==> config.mk <==
export PLATFORM = sky130hd
export DESIGN_NAME = bus_arbiter
export DESIGN_NICKNAME = d
export VERILOG_FILES = /design/src/rtl/bus_arbiter.sv
export SDC_FILE = /design/constraint.sdc
export NUM_CORES = 1
export LEC_CHECK = 0
export ABC_AREA = 1
export ABC_CLOCK_PERIOD_IN_PS = 2000
export BUFFER_PORTS_ARGS = -buffer_cell sky130_fd_sc_hd__buf_2
export CORE_MARGIN = 5
export CORE_UTILIZATION = 44
export CTS_CLUSTER_DIAMETER = 40
export CTS_CLUSTER_SIZE = 14
export DETAILED_ROUTE_END_ITERATION = 10
export PLACE_DENSITY = 0.8
export SLEW_MARGIN = 5
export SYNTH_ARGS = -nofsm -noshare
export SYNTH_HDL_FRONTEND = slang
export SYNTH_SLANG_ARGS = --single-unit
==> constraint.sdc <==
create_clock -name clk -period 2 [get_ports clk]
set_input_delay 0.2 -clock clk [delete_from_list [all_inputs] [get_ports clk]]
set_output_delay 0.2 -clock clk [all_outputs]
set_load 0.02 [all_outputs]
==> src/rtl/bus_arbiter.sv <==
// Four-slot shared-RAM arbiter: slot 1 serves the owning bus master (CPU, blitter or DMA),
// slot 3 serves video fetch, and slots 0/2 leave the RAM idle.
module bus_arbiter (
  input  logic        clk,
  input  logic        reset_n,
  output logic [1:0]  bus_cycle,
  input  logic        cpu_req,
  input  logic        cpu_we,
  input  logic        cpu_uds,
  input  logic        cpu_lds,
  input  logic [23:1] cpu_addr,
  input  logic [15:0] cpu_wdata,
  output logic [15:0] cpu_rdata,
  input  logic        blt_br,
  output logic        blt_bg,
  input  logic [22:0] blt_addr,
  input  logic        blt_read,
  input  logic        blt_write,
  input  logic [15:0] blt_wdata,
  output logic [15:0] blt_rdata,
  input  logic        dma_req,
  output logic        dma_ack,
  input  logic [22:0] dma_addr,
  input  logic        dma_read,
  input  logic        dma_write,
  input  logic [15:0] dma_wdata,
  output logic [15:0] dma_rdata,
  input  logic [22:0] video_addr,
  output logic [15:0] video_data,
  output logic [22:0] ram_addr,
  output logic        ram_we,
  output logic        ram_oe,
  output logic [1:0]  ram_ds,
  output logic [15:0] ram_wdata,
  input  logic [15:0] ram_rdata,
  output logic [1:0]  owner_state
);

  // Request/grant: a master holds blt_br/dma_req high while it wants the bus; the grant
  // (blt_bg/dma_ack) changes only at the frame boundary and persists for a whole frame.
  typedef enum logic [1:0] {OWN_CPU = 2'd0, OWN_BLT = 2'd1, OWN_DMA = 2'd2} owner_t;

  owner_t owner_q, owner_d;

  logic [22:0] m_addr,  ram_addr_d;
  logic        m_we,    ram_we_d;
  logic        m_oe,    ram_oe_d;
  logic [1:0]  m_ds,    ram_ds_d;
  logic [15:0] m_wdata, ram_wdata_d;

  assign owner_state = owner_q;

  always_ff @(posedge clk) begin
    if (!reset_n) begin
      bus_cycle <= 2'd0;
      owner_q   <= OWN_CPU;
      blt_bg    <= 1'b0;
      dma_ack   <= 1'b0;
    end else begin
      bus_cycle <= bus_cycle + 2'd1;
      owner_q   <= owner_d;
      blt_bg    <= (owner_d == OWN_BLT);
      dma_ack   <= (owner_d == OWN_DMA);
    end
  end

  always_comb begin
    owner_d = owner_q;
    if (bus_cycle == 2'd3) begin
      if (dma_req)     owner_d = OWN_DMA;
      else if (blt_br) owner_d = OWN_BLT;
      else             owner_d = OWN_CPU;
    end
  end

  // Access the owner would perform in the master slot; write beats read for BLT/DMA.
  always_comb begin
    m_addr  = cpu_addr;
    m_we    = cpu_req & cpu_we;
    m_oe    = cpu_req & ~cpu_we;
    m_ds    = cpu_req ? {~cpu_uds, ~cpu_lds} : 2'b00;
    m_wdata = cpu_wdata;
    case (owner_q)
      OWN_BLT: begin
        m_addr  = blt_addr;
        m_we    = blt_write;
        m_oe    = blt_read & ~blt_write;
        m_ds    = 2'b11;
        m_wdata = blt_wdata;
      end
      OWN_DMA: begin
        m_addr  = dma_addr;
        m_we    = dma_write;
        m_oe    = dma_read & ~dma_write;
        m_ds    = 2'b11;
        m_wdata = dma_wdata;
      end
      default: ;
    endcase
  end

  // RAM controls are registered, so they are computed one clock ahead of their slot.
  always_comb begin
    ram_addr_d  = 23'd0;
    ram_we_d    = 1'b0;
    ram_oe_d    = 1'b0;
    ram_ds_d    = 2'b00;
    ram_wdata_d = 16'd0;
    if (bus_cycle == 2'd0) begin
      ram_addr_d  = m_addr;
      ram_we_d    = m_we;
      ram_oe_d    = m_oe;
      ram_ds_d    = m_ds;
      ram_wdata_d = m_wdata;
    end else if (bus_cycle == 2'd2) begin
      ram_addr_d = video_addr;
      ram_oe_d   = 1'b1;
      ram_ds_d   = 2'b11;
    end
  end

  always_ff @(posedge clk) begin
    if (!reset_n) begin
      ram_addr  <= 23'd0;
      ram_we    <= 1'b0;
      ram_oe    <= 1'b0;
      ram_ds    <= 2'b00;
      ram_wdata <= 16'd0;
    end else begin
      ram_addr  <= ram_addr_d;
      ram_we    <= ram_we_d;
      ram_oe    <= ram_oe_d;
      ram_ds    <= ram_ds_d;
      ram_wdata <= ram_wdata_d;
    end
  end

  always_ff @(posedge clk) begin
    if (!reset_n) begin
      cpu_rdata  <= 16'd0;
      blt_rdata  <= 16'd0;
      dma_rdata  <= 16'd0;
      video_data <= 16'd0;
    end else begin
      if (bus_cycle == 2'd1 && ram_oe) begin
        case (owner_q)
          OWN_BLT: blt_rdata <= ram_rdata;
          OWN_DMA: dma_rdata <= ram_rdata;
          default: cpu_rdata <= ram_rdata;
        endcase
      end
      if (bus_cycle == 2'd3) video_data <= ram_rdata;
    end
  end

endmodule

==> qor.yml, run 1 <==
sta:
  layout_setup_ws_ns: 0.0538
  timing.clock.skew_ns: 0.00824
  fin_setup_tns_ns: 0
  final_max_slew_viol_count: 0
  timing.final.hold_violations: 0
  fmax_ghz: 0.514
  setup_repair_after_global_routing_missed_its_margin: "false"
  tightest_slew_margin_relative_to_the_limit_pct: 67.6
  max_slew.worst_pin.slew_ns: 0.482
  finalWorstPathRequiredPeriod_ns: 1.95
  final.period_utilization_pct: 97.3
  setup_viol_count_final: 0
power_and_ir_drop:
  leakage_nw: 3.77
  overall_power_w: 0.00632
  power_density_mw_per_mm2: 810
  vdd_ir_drop_max_mv: 0.674
clock_tree:
  cts_inserted_buffers: 17
  clock_latency_ns: 0.50
  cts.htree.levels: 4
  clockBufferDepth: 2
  cts_tree: "yes"
  post_cts_buffers: 0
  clk_pin_slew_ns: 0.06
  tritoncts_num_sinks: 113
  clock-root-buffer: "sky130_fd_sc_hd__clkbuf_8"
route:
  drt-initial-drc-count: 652
  drt_pre_antenna_iters: 6
  routed-via-count: 6115
  wl_um: 21300
  drcViolationCount: 0
  antenna_left: 0
  via_per_inst: 5.32
  routed_wl_per_cell_um: 18.6
worst_setup_path:
  worst_ep_arrival_time_ns: 2.33
  worst-setup-path-type: "reg2reg"
  setup.worst_path.start_class: "flop"
  worstPathRequired_ns: 2.38
  slowest_delay_ns: 0.58
  crit_path_max_delay_cell_type: "sky130_fd_sc_hd__dlygate4sd3_1"
  r2r_end: "ram_wdata[7]"
  critical_path.reg2reg.startpoint: "owner_state[0]"
  max_fanout_on_critical_path: 14
  timing.critical_path.cells: "inv_1 > ha_2 > inv_4 > o21ai_0 > a21oi_1 > dlygate4sd3_1"
  setup.worst_path.end_class: "flop"
  rr_worst_depth: 6
  regToRegSetupSlack_ns: 0.05
cells_and_area:
  fillerInstances: 733
  antenna_cells_inserted: 0
  layout.nets: 1177
  layout-drive-gt1-share_pct: 36.4
  layout-area-overhead-vs-synth_pct: 65.1
worst_hold_path:
  hold_depth: 3
  min-delay-start: "blt_br"
  worstHoldEndpoint: "owner_state[0]"
  worst_hold_path_type: "in2reg"
global_route:
  gr-usage-all-layers_pct: 31.9
  number_of_global_route_vias_before_repair: 6204
  grt_max_degree: 48
  grt_first_pass_wirelength_um: 32800
  grt_antenna_before_repair: 0
  grt_remaining_overflow: 0
floorplanning:
  floorplan.rows: 37
  floorplan.die.width_um: 114
  die_height_um: 114
  die_area_mm2: 0.0129
  coreArea_mm2: 0.0104
  initial_core_util_pct: 45.4
  num_io_pins: 281
synthesis:
  synth_top_area_cell: "sky130_fd_sc_hd__dfxtp_1"
  mappedNetlistArea_mm2: 0.00473
  number_of_enable_type_register_cells_in_the_synthesized_netlist: 0
  flops_latches_synth: 113
  synthesis.area_per_instance_um2: 7.49
  synth_seq_area_share_pct: 47.9
  yosysUniqueCellTypes: 23
  post_synth_inst_count: 631
  synth_ff_type: "sky130_fd_sc_hd__dfxtp_1"
  mappedNetlistNets: 807
  synth.top_cell.area_share_pct: 47.9
  synth_top_cells_by_area: "sky130_fd_sc_hd__dfxtp_1, sky130_fd_sc_hd__nand2_1, sky130_fd_sc_hd__o21ai_0, sky130_fd_sc_hd__a21oi_1, sky130_fd_sc_hd__a21oi_2"
  ys.warnings.count: 0
  synth-async-reset-ratio_pct: 0
run_status:
  status: "finished, final reports clean"
placement:
  detailed_place_hpwl_um: 12300
  place_congestion: 0.862
  buffer_ports.inserted: 280
  dp_slack_ns: 0.341
run:
  drv.max_cap_violation_count: 0
==> synth_stat cells (4+ instances only) <==
library cell	count
sky130_fd_sc_hd__a21oi_1	56
sky130_fd_sc_hd__inv_1	13
sky130_fd_sc_hd__ha_1	8
sky130_fd_sc_hd__nand2_1	214
sky130_fd_sc_hd__nand3_1	4
sky130_fd_sc_hd__a21oi_2	30
sky130_fd_sc_hd__dfxtp_1	113
sky130_fd_sc_hd__o21ai_0	58
sky130_fd_sc_hd__clkbuf_1	12
sky130_fd_sc_hd__buf_2	21
sky130_fd_sc_hd__nor2_1	58
sky130_fd_sc_hd__o21ai_1	23
==> state kept, by name, indices dropped and copies added, names as in the netlist, 2 cells and up <==
name	flops
bus_cycle	2
owner_state	2
cpu_rdata	16
ram_addr	23
blt_rdata	16
video_data	16
dma_rdata	16
ram_wdata	16
ram_ds	2
==> power by group <==
| part | leakage (nW) | switching, W | total [W] | internal (W) |
|---|---|---|---|---|
| sequential | 0.920 | 0.0000477 | 0.00241 | 0.00236 |
| combinational | 2.58 | 0.000573 | 0.00101 | 0.000432 |
| clock | 0.274 | 0.00119 | 0.00291 | 0.00172 |
==> cell type report <==
class	instances	area, µm²	share of cell area (%)
Sequential cell	113	2260	29.0
Timing Repair Buffer	390	2520	32.3
Clock inverter	14	145	1.86
Multi-Input combinational cell	459	2190	28.0
Tap cell	136	170	2.18
Inverter	20	86.3	1.11
Clock buffer	18	428	5.48
==> layout by cell type (no fill, tap or decap), types with 4 or more instances in the layout <==
| cell | netlist | layout |
|---|---|---|
| sky130_fd_sc_hd__buf_2 | 21 | 280 |
| sky130_fd_sc_hd__a21oi_1 | 56 | 56 |
| sky130_fd_sc_hd__nand3_1 | 4 | 4 |
| sky130_fd_sc_hd__inv_6 | 0 | 6 |
| sky130_fd_sc_hd__inv_1 | 13 | 13 |
| sky130_fd_sc_hd__o21ai_0 | 58 | 57 |
| sky130_fd_sc_hd__clkbuf_16 | 0 | 16 |
| sky130_fd_sc_hd__nor2_1 | 58 | 58 |
| sky130_fd_sc_hd__dfxtp_1 | 113 | 111 |
| sky130_fd_sc_hd__ha_1 | 8 | 7 |
| sky130_fd_sc_hd__buf_4 | 1 | 5 |
| sky130_fd_sc_hd__o21ai_1 | 23 | 24 |
| sky130_fd_sc_hd__dlygate4sd3_1 | 0 | 100 |
| sky130_fd_sc_hd__nand2_1 | 214 | 213 |
| sky130_fd_sc_hd__a21oi_2 | 30 | 30 |
| sky130_fd_sc_hd__nand2_2 | 3 | 4 |
==> per-layer routing <==
metal  up-vias  GRT usage (%)  part of all wire, %
met5         -              0                    0
met4         0           16.8                  5.2
met3        99           10.7                   10
met2       442           54.5                   48
met1      2794           35.0                   36
li1       2780              -                    -
==> per-stage QoR <==
step / utilization [%] / std cells / cell area [µm²] / hold WS, ns
after floorplan: - / 631 / 4730 / 0.313
after global placement: 59.6 / 1018 / 6210 / 0.407
after detailed placement: 59.6 / 1018 / 6210 / 0.409
after CTS: 74.7 / 1150 / 7780 / 0.000148
after global routing: 74.9 / 1150 / 7800 / 0.00888
final: 74.9 / 1150 / 7800 / 0.0226
==> timing repair <==
item / 4_1_cts / 5_1_grt
hold endpoints to repair: 87 / 0
setup endpoints to repair: 0 / 5
gates resized for setup: 0 / 11
hold buffers: 100 / 0
==> how the worst max path moves through the flow <==
| stage | start | endpoint |
|---|---|---|
| after global placement | owner_state[0] | cpu_rdata[8] |
| after floorplan | owner_state[0] | ram_oe |
| after global routing | owner_state[1] | ram_wdata[10] |
| after detailed placement | owner_state[0] | cpu_rdata[13] |
| final | owner_state[0] | ram_wdata[7] |
| after CTS | bus_cycle[0] | ram_wdata[10] |
==> cells by family after synthesis <==
| kind of cell | Yosys count | synth area share [%] |
|---|---|---|
| simple gates | 284 | 24.0 |
| compound gates | 167 | 20.1 |
| flops | 113 | 47.9 |
| buf+inv | 59 | 5.96 |
| fa+ha+maj | 8 | 2.12 |
==> critical path: cells and delay by family (launching register included) <==
kind	cells	cell delay, ns
AOI/OAI and AO/OA	2	0.31
buffers and inverters	3	0.75
DFF	1	0.37
adders and majority gates	1	0.39
Power figures use the tool's default switching activity.
==> run 2, diff against run 1 <==
--- a/config.mk
+++ b/config.mk
@@ -13,6 +13,7 @@
 export CTS_CLUSTER_DIAMETER = 40
 export CTS_CLUSTER_SIZE = 14
 export DETAILED_ROUTE_END_ITERATION = 10
+export MAX_ROUTING_LAYER = met4
 export PLACE_DENSITY = 0.8
 export SLEW_MARGIN = 5
 export SYNTH_ARGS = -nofsm -noshare
==> qor.yml, run 2 (synthesis gave the netlist of run 1 again) <==
cells_and_area:
  max_flop_register: "ram_addr"  # unchanged
  largest_register_ff_count: 23  # unchanged
  layout-drive-gt1-share_pct: 36.4  # unchanged
  layout.nets: 1177  # unchanged
  layout-area-overhead-vs-synth_pct: 65.2  # was 65.1%
  commonest_cells_after_routing_fill_and_taps_aside: "sky130_fd_sc_hd__buf_2, sky130_fd_sc_hd__nand2_1, sky130_fd_sc_hd__dfxtp_1, sky130_fd_sc_hd__dlygate4sd3_1, sky130_fd_sc_hd__nor2_1"  # unchanged
  final_common_cell: "sky130_fd_sc_hd__buf_2"  # unchanged
sta:
  finalWorstPathRequiredPeriod_ns: 1.94  # was 1.95 ns
  setup_repair_after_global_routing_missed_its_margin: "false"  # unchanged
  fmax_ghz: 0.517  # was 0.514 GHz
  fin_setup_tns_ns: 0  # unchanged
  final.period_utilization_pct: 96.8  # was 97.3%
  max_slew.worst_pin.slew_ns: 0.496  # was 0.482 ns
  timing.clock.skew_ns: 0.00874  # was 0.00824 ns
  setup_viol_count_final: 0  # unchanged
  tightest_slew_margin_relative_to_the_limit_pct: 66.7  # was 67.6%
  layout_setup_ws_ns: 0.0648  # was 0.0538 ns
  timing.final.hold_violations: 0  # unchanged
  final_max_slew_viol_count: 0  # unchanged
global_route:
  grt_antenna_before_repair: 1  # was 0
  grt_first_pass_wirelength_um: 32800  # about the same
  grt_max_degree: 48  # unchanged
  gr-usage-all-layers_pct: 32.8  # was 31.9%
  number_of_global_route_vias_before_repair: 6204  # unchanged
  grt_remaining_overflow: 0  # unchanged
run_status:
  status: "finished, final reports clean"  # unchanged
route:
  route.met2.wl_um: 10200  # was 10,300 µm
  via_per_inst: 5.32  # about the same
  wl_um: 21300  # about the same
  drt-initial-drc-count: 711  # was 652
  antenna_left: 0  # unchanged
  wirelength_met1_um: 7870  # was 7720 µm
  detailroute.wirelength.met3_um: 2080  # was 2200 µm
  drt_pre_antenna_iters: 5  # was 6
  topRoutingLayerUsed: "met4"  # unchanged
  routed-via-count: 6124  # was 6,115
  drcViolationCount: 0  # unchanged
  routed_wl_per_cell_um: 18.5  # was 18.6 µm
worst_setup_path:
  setup.worst_path.end_class: "flop"  # unchanged
  regToRegSetupSlack_ns: 0.06  # was 0.05 ns
  max_fanout_on_critical_path: 14  # unchanged
  worstPathRequired_ns: 2.38  # about the same
  setup.worst_path.start_class: "flop"  # unchanged
  worst-setup-path-type: "reg2reg"  # unchanged
  worst_ep_arrival_time_ns: 2.31  # was 2.33 ns
power_and_ir_drop:
  leakage_nw: 3.77  # unchanged
  power_density_mw_per_mm2: 809  # was 810 mW/mm²
  vdd_ir_drop_max_mv: 0.676  # was 0.674 mV
  overall_power_w: 0.00632  # about the same
floorplanning:
  num_io_pins: 281  # unchanged
  die_height_um: 114  # unchanged
  initial_core_util_pct: 45.4  # unchanged
  floorplan.rows: 37  # unchanged
  die_area_mm2: 0.0129  # unchanged
  coreArea_mm2: 0.0104  # unchanged
  floorplan.die.width_um: 114  # unchanged
placement:
  dp_slack_ns: 0.341  # unchanged
  place_congestion: 0.875  # was 0.862
  detailed_place_hpwl_um: 12300  # unchanged
  buffer_ports.inserted: 280  # unchanged
clock_tree:
  tritoncts_num_sinks: 113  # unchanged
  clock_latency_ns: 0.50  # about the same
  clk_pin_slew_ns: 0.06  # about the same
  clockBufferDepth: 2  # unchanged
  clock-root-buffer: "sky130_fd_sc_hd__clkbuf_8"  # unchanged
  cts_tree: "yes"  # unchanged
  cts_inserted_buffers: 17  # unchanged
  cts.htree.levels: 4  # unchanged
run:
  drv.max_cap_violation_count: 0  # unchanged
worst_hold_path:
  worst_hold_path_type: "in2reg"  # unchanged
==> run 2: cell count changes in the layout (fill, tap and decap cells not counted) <==
cell / before / now
sky130_fd_sc_hd__diode_2: 0 / 1
==> run 2: where the power goes <==
part,switching (W),internal [W],leakage (nW)
combinational,0.000573,0.000432,2.58
sequential,0.0000479,0.00236,0.920
clock,0.00118,0.00172,0.274
total,0.00180,0.00451,3.77
==> run 2: what timing repair did <==
item	CTS	global route
buffers inserted	0	0
hold endpoints to repair	87	0
endpoints found under the setup margin	0	5
hold buffers	100	0
resized for setup	0	11
==> run 2: through the flow <==
step | util (%) | cells | hold WS, ns | instance area [µm²]
2_1_floorplan | - | 631 | 0.313 | 4730
5_1_grt | 74.9 | 1151 | 0.00727 | 7810
3_5_place_dp | 59.6 | 1018 | 0.409 | 6210
4_1_cts | 74.7 | 1150 | 0.000148 | 7780
3_3_place_gp | 59.6 | 1018 | 0.407 | 6210
6_report | 74.9 | 1151 | 0.0230 | 7810
==> run 2: worst paths after layout <==
check,start,to,depth (start not counted)
hold reg to reg,bus_cycle[0],bus_cycle[0],1
setup / recovery,owner_state[0],ram_wdata[7],6
setup reg to reg,owner_state[0],ram_wdata[7],6
hold / removal,blt_br,owner_state[0],3
==> run 2: layout make-up <==
class,count,area [µm²]
fill,731,2610
timing repair buffer,390,2520
sequential,113,2260
multi-input combinational,459,2190
clock buffer,18,428
tap,136,170
clock inverter,14,145
inverter,20,86.3
antenna,1,2.50
==> run 2: worst max-delay path, cell delays in order (launching register included) <==
cell and delay (ns):
sky130_fd_sc_hd__dfxtp_2 0.37, sky130_fd_sc_hd__inv_1 0.07, sky130_fd_sc_hd__ha_2 0.39, sky130_fd_sc_hd__inv_4 0.10
sky130_fd_sc_hd__o21ai_0 0.22, sky130_fd_sc_hd__a21oi_1 0.08, sky130_fd_sc_hd__dlygate4sd3_1 0.58
==> run 2: routing by layer <==
| layer | vias to the layer above | global-route usage, % |
|---|---|---|
| li1 | 2785 | - |
| met1 | 2805 | 34.9 |
| met2 | 427 | 54.4 |
| met3 | 107 | 10.6 |
| met4 | 0 | 17.2 |
| met5 | - | - |
==> run 3, diff against run 2 <==
--- a/config.mk
+++ b/config.mk
@@ -6,15 +6,15 @@
 export NUM_CORES = 1
 export LEC_CHECK = 0
 export ABC_AREA = 1
-export ABC_CLOCK_PERIOD_IN_PS = 2000
+export ABC_CLOCK_PERIOD_IN_PS = 2400
 export BUFFER_PORTS_ARGS = -buffer_cell sky130_fd_sc_hd__buf_2
 export CORE_MARGIN = 5
-export CORE_UTILIZATION = 44
+export CORE_UTILIZATION = 47
 export CTS_CLUSTER_DIAMETER = 40
 export CTS_CLUSTER_SIZE = 14
 export DETAILED_ROUTE_END_ITERATION = 10
 export MAX_ROUTING_LAYER = met4
-export PLACE_DENSITY = 0.8
+export PLACE_DENSITY = 0.85
 export SLEW_MARGIN = 5
 export SYNTH_ARGS = -nofsm -noshare
 export SYNTH_HDL_FRONTEND = slang
==> constraint.sdc (replaced) <==
create_clock -name clk -period 2.4 [get_ports clk]
set_input_delay 0.24 -clock clk [delete_from_list [all_inputs] [get_ports clk]]
set_output_delay 0.24 -clock clk [all_outputs]
set_load 0.02 [all_outputs]
==> qor.yml, run 3 (synthesis gave the netlist of run 1 again) <==
sta:
  fmax_ghz: 0.437  # was 0.517 GHz
  fin_setup_tns_ns: 0  # unchanged
  max_slew.worst_pin.slew_ns: 0.588  # was 0.496 ns
  setup_viol_count_final: 0  # unchanged
  timing.clock.skew_ns: 0.00804  # was 0.00874 ns
  final.period_utilization_pct: 95.4  # was 96.8%
  tightest_slew_margin_relative_to_the_limit_pct: 60.8  # was 66.7%
  final_max_slew_viol_count: 0  # unchanged
  finalWorstPathRequiredPeriod_ns: 2.29  # was 1.94 ns
  timing.final.hold_violations: 0  # unchanged
  setup_repair_after_global_routing_missed_its_margin: "false"  # unchanged
run:
  drv.max_cap_violation_count: 0  # unchanged
worst_hold_path:
  worstHoldEndpoint: "ram_we"  # was owner_state[0]
  worst_hold_path_type: "in2reg"  # unchanged
  hold_depth: 3  # unchanged
  min-delay-start: "blt_write"  # was blt_br
route:
  drcViolationCount: 0  # unchanged
  drt_pre_antenna_iters: 5  # unchanged
  via_per_inst: 5.22  # was 5.32
  routed_wl_per_cell_um: 16.8  # was 18.5 µm
  antenna_left: 0  # unchanged
  wl_um: 18200  # was 21,300 µm
  drt-initial-drc-count: 611  # was 711
  routed-via-count: 5677  # was 6,124
worst_setup_path:
  worst-setup-path-type: "reg2reg"  # unchanged
  critical_path.reg2reg.startpoint: "owner_state[0]"  # unchanged
  setup.worst_path.start_class: "flop"  # unchanged
  rr_worst_depth: 6  # unchanged
  worst_ep_arrival_time_ns: 2.72  # was 2.31 ns
  setup.worst_path.end_class: "flop"  # unchanged
  r2r_end: "ram_wdata[1]"  # was ram_wdata[7]
  max_fanout_on_critical_path: 37  # was 14
  regToRegSetupSlack_ns: 0.11  # was 0.06 ns
  worstPathRequired_ns: 2.83  # was 2.38 ns
cells_and_area:
  layout.nets: 1116  # was 1,177
  fillerInstances: 762  # was 731
  max_flop_register: "ram_addr"  # unchanged
  layout-area-overhead-vs-synth_pct: 51.2  # was 65.2%
  largest_register_ff_count: 23  # unchanged
  commonest_cells_after_routing_fill_and_taps_aside: "sky130_fd_sc_hd__buf_2, sky130_fd_sc_hd__nand2_1, sky130_fd_sc_hd__dfxtp_1, sky130_fd_sc_hd__nor2_1, sky130_fd_sc_hd__o21ai_0"  # was sky130_fd_sc_hd__buf_2, sky130_fd_sc_hd__nand2_1, sky130_fd_sc_hd__dfxtp_1, sky130_fd_sc_hd__dlygate4sd3_1, sky130_fd_sc_hd__nor2_1
  layout-drive-gt1-share_pct: 37.9  # was 36.4%
  final_core_util_pct: 73.1  # was 74.9%
  final_common_cell: "sky130_fd_sc_hd__buf_2"  # unchanged
placement:
  buffer_ports.inserted: 280  # unchanged
  detailed_place_hpwl_um: 12300  # about the same
  place_congestion: 0.923  # was 0.875
clock_tree:
  tritoncts_num_sinks: 113  # unchanged
  cts_tree: "yes"  # unchanged
  cts.htree.levels: 4  # unchanged
  clock-root-buffer: "sky130_fd_sc_hd__clkbuf_8"  # unchanged
  clk_pin_slew_ns: 0.06  # about the same
  clock_latency_ns: 0.49  # was 0.50 ns
  clockBufferDepth: 2  # unchanged
  cts_inserted_buffers: 17  # unchanged
global_route:
  grt_remaining_overflow: 0  # unchanged
  grt_first_pass_wirelength_um: 27100  # was 32,800 µm
  grt_antenna_before_repair: 0  # was 1
  gr-usage-all-layers_pct: 29.7  # was 32.8%
  gr_peak_layer: "met2"  # unchanged
  grt_max_degree: 43  # was 48
  grt.met2_usage_pct: 46.8  # was 54.4%
  grt_met1_use_pct: 32.4  # was 34.9%
  use_met3_pct: 11.3  # was 10.6%
  number_of_global_route_vias_before_repair: 5435  # was 6,204
floorplanning:
  die_height_um: 110  # was 114 µm
  num_io_pins: 281  # unchanged
  die_area_mm2: 0.0122  # was 0.0129 mm²
  floorplan.die.width_um: 110  # was 114 µm
  initial_core_util_pct: 48.3  # was 45.4%
  floorplan.rows: 36  # was 37
  coreArea_mm2: 0.00977  # was 0.0104 mm²
run_status:
  status: "finished, final reports clean"  # unchanged
power_and_ir_drop:
  vdd_ir_drop_max_mv: 0.433  # was 0.676 mV
  power_frac_seq_pct: 39.4  # was 38.1%
  cell_internal_pwr_w: 0.00367  # was 0.00451 W
  leakage_nw: 3.51  # was 3.77 nW
  power_density_mw_per_mm2: 710  # was 809 mW/mm²
  netSwitchingFraction_pct: 27.7  # was 28.5%
  comb_power_share_pct: 14.2  # was 15.9%
  clockPowerShare_pct: 46.4  # was 46.0%
  total_switching_power_w: 0.00141  # was 0.00180 W
[run 3: metal layers]
layer,routed length [µm],part of all wire (%),up-vias
met5,0,0,-
met1,6790,37,2585
met4,907,5.0,0
met3,2040,11,75
met2,8490,47,355
li1,-,-,2662
[run 3: cell type report]
type / count / area (µm²) / area share (%)
Timing Repair Buffer: 329 / 1890 / 26.4
Multi-Input combinational cell: 459 / 2180 / 30.5
Antenna cell: 1 / 2.50 / 0.0350
Sequential cell: 113 / 2260 / 31.7
Clock buffer: 18 / 428 / 5.99
Tap cell: 133 / 166 / 2.33
Inverter: 20 / 81.3 / 1.14
Clock inverter: 14 / 131 / 1.84
[run 3: metrics by stage]
stage	instances	area (µm²)	worst slack [ns]	power, W	hold WS, ns
final	1087	7140	0.111	0.00507	0.0215
after CTS	1086	7140	0.0899	0.00508	0.000193
after detailed placement	1011	6150	0.576	0.00268	0.450
after floorplan	631	4730	0.781	0.00238	0.353
after global routing	1086	7140	0.00871	0.00525	0.0159
after global placement	1011	6150	0.634	0.00267	0.444
[run 3: worst max-delay path by stage]
stage	start	end	slack, ns
floorplan	owner_state[0]	ram_oe	0.78
global placement	owner_state[0]	ram_oe	0.63
detailed placement	owner_state[0]	ram_addr[2]	0.58
CTS	owner_state[0]	ram_wdata[13]	0.09
global route	owner_state[0]	ram_wdata[1]	0.009
finish	owner_state[0]	ram_wdata[1]	0.11
[run 3: power by group through the flow]
stage,registers (W),logic [W],clock network (W)
finish,0.00200,0.000718,0.00236
global route,0.00201,0.000774,0.00247
CTS,0.00200,0.000700,0.00238
detailed placement,0.00204,0.000638,0
global placement,0.00204,0.000633,0
floorplan,0.00215,0.000225,0
[run 3: critical path, stage by stage (launching register included)]
cell	delay, ns
sky130_fd_sc_hd__dfxtp_1	0.40
sky130_fd_sc_hd__inv_1	0.08
sky130_fd_sc_hd__ha_1	0.51
sky130_fd_sc_hd__buf_4	0.45
sky130_fd_sc_hd__a21oi_1	0.07
sky130_fd_sc_hd__a21oi_1	0.15
sky130_fd_sc_hd__dlygate4sd3_1	0.57
[run 3: repair_timing]
action                     in CTS  in global routing
setup buffers                   0                  0
hold endpoints to repair       39                  0
hold buffers                   43                  0
resized for setup               0                  2
setup endpoints to repair       0                  4
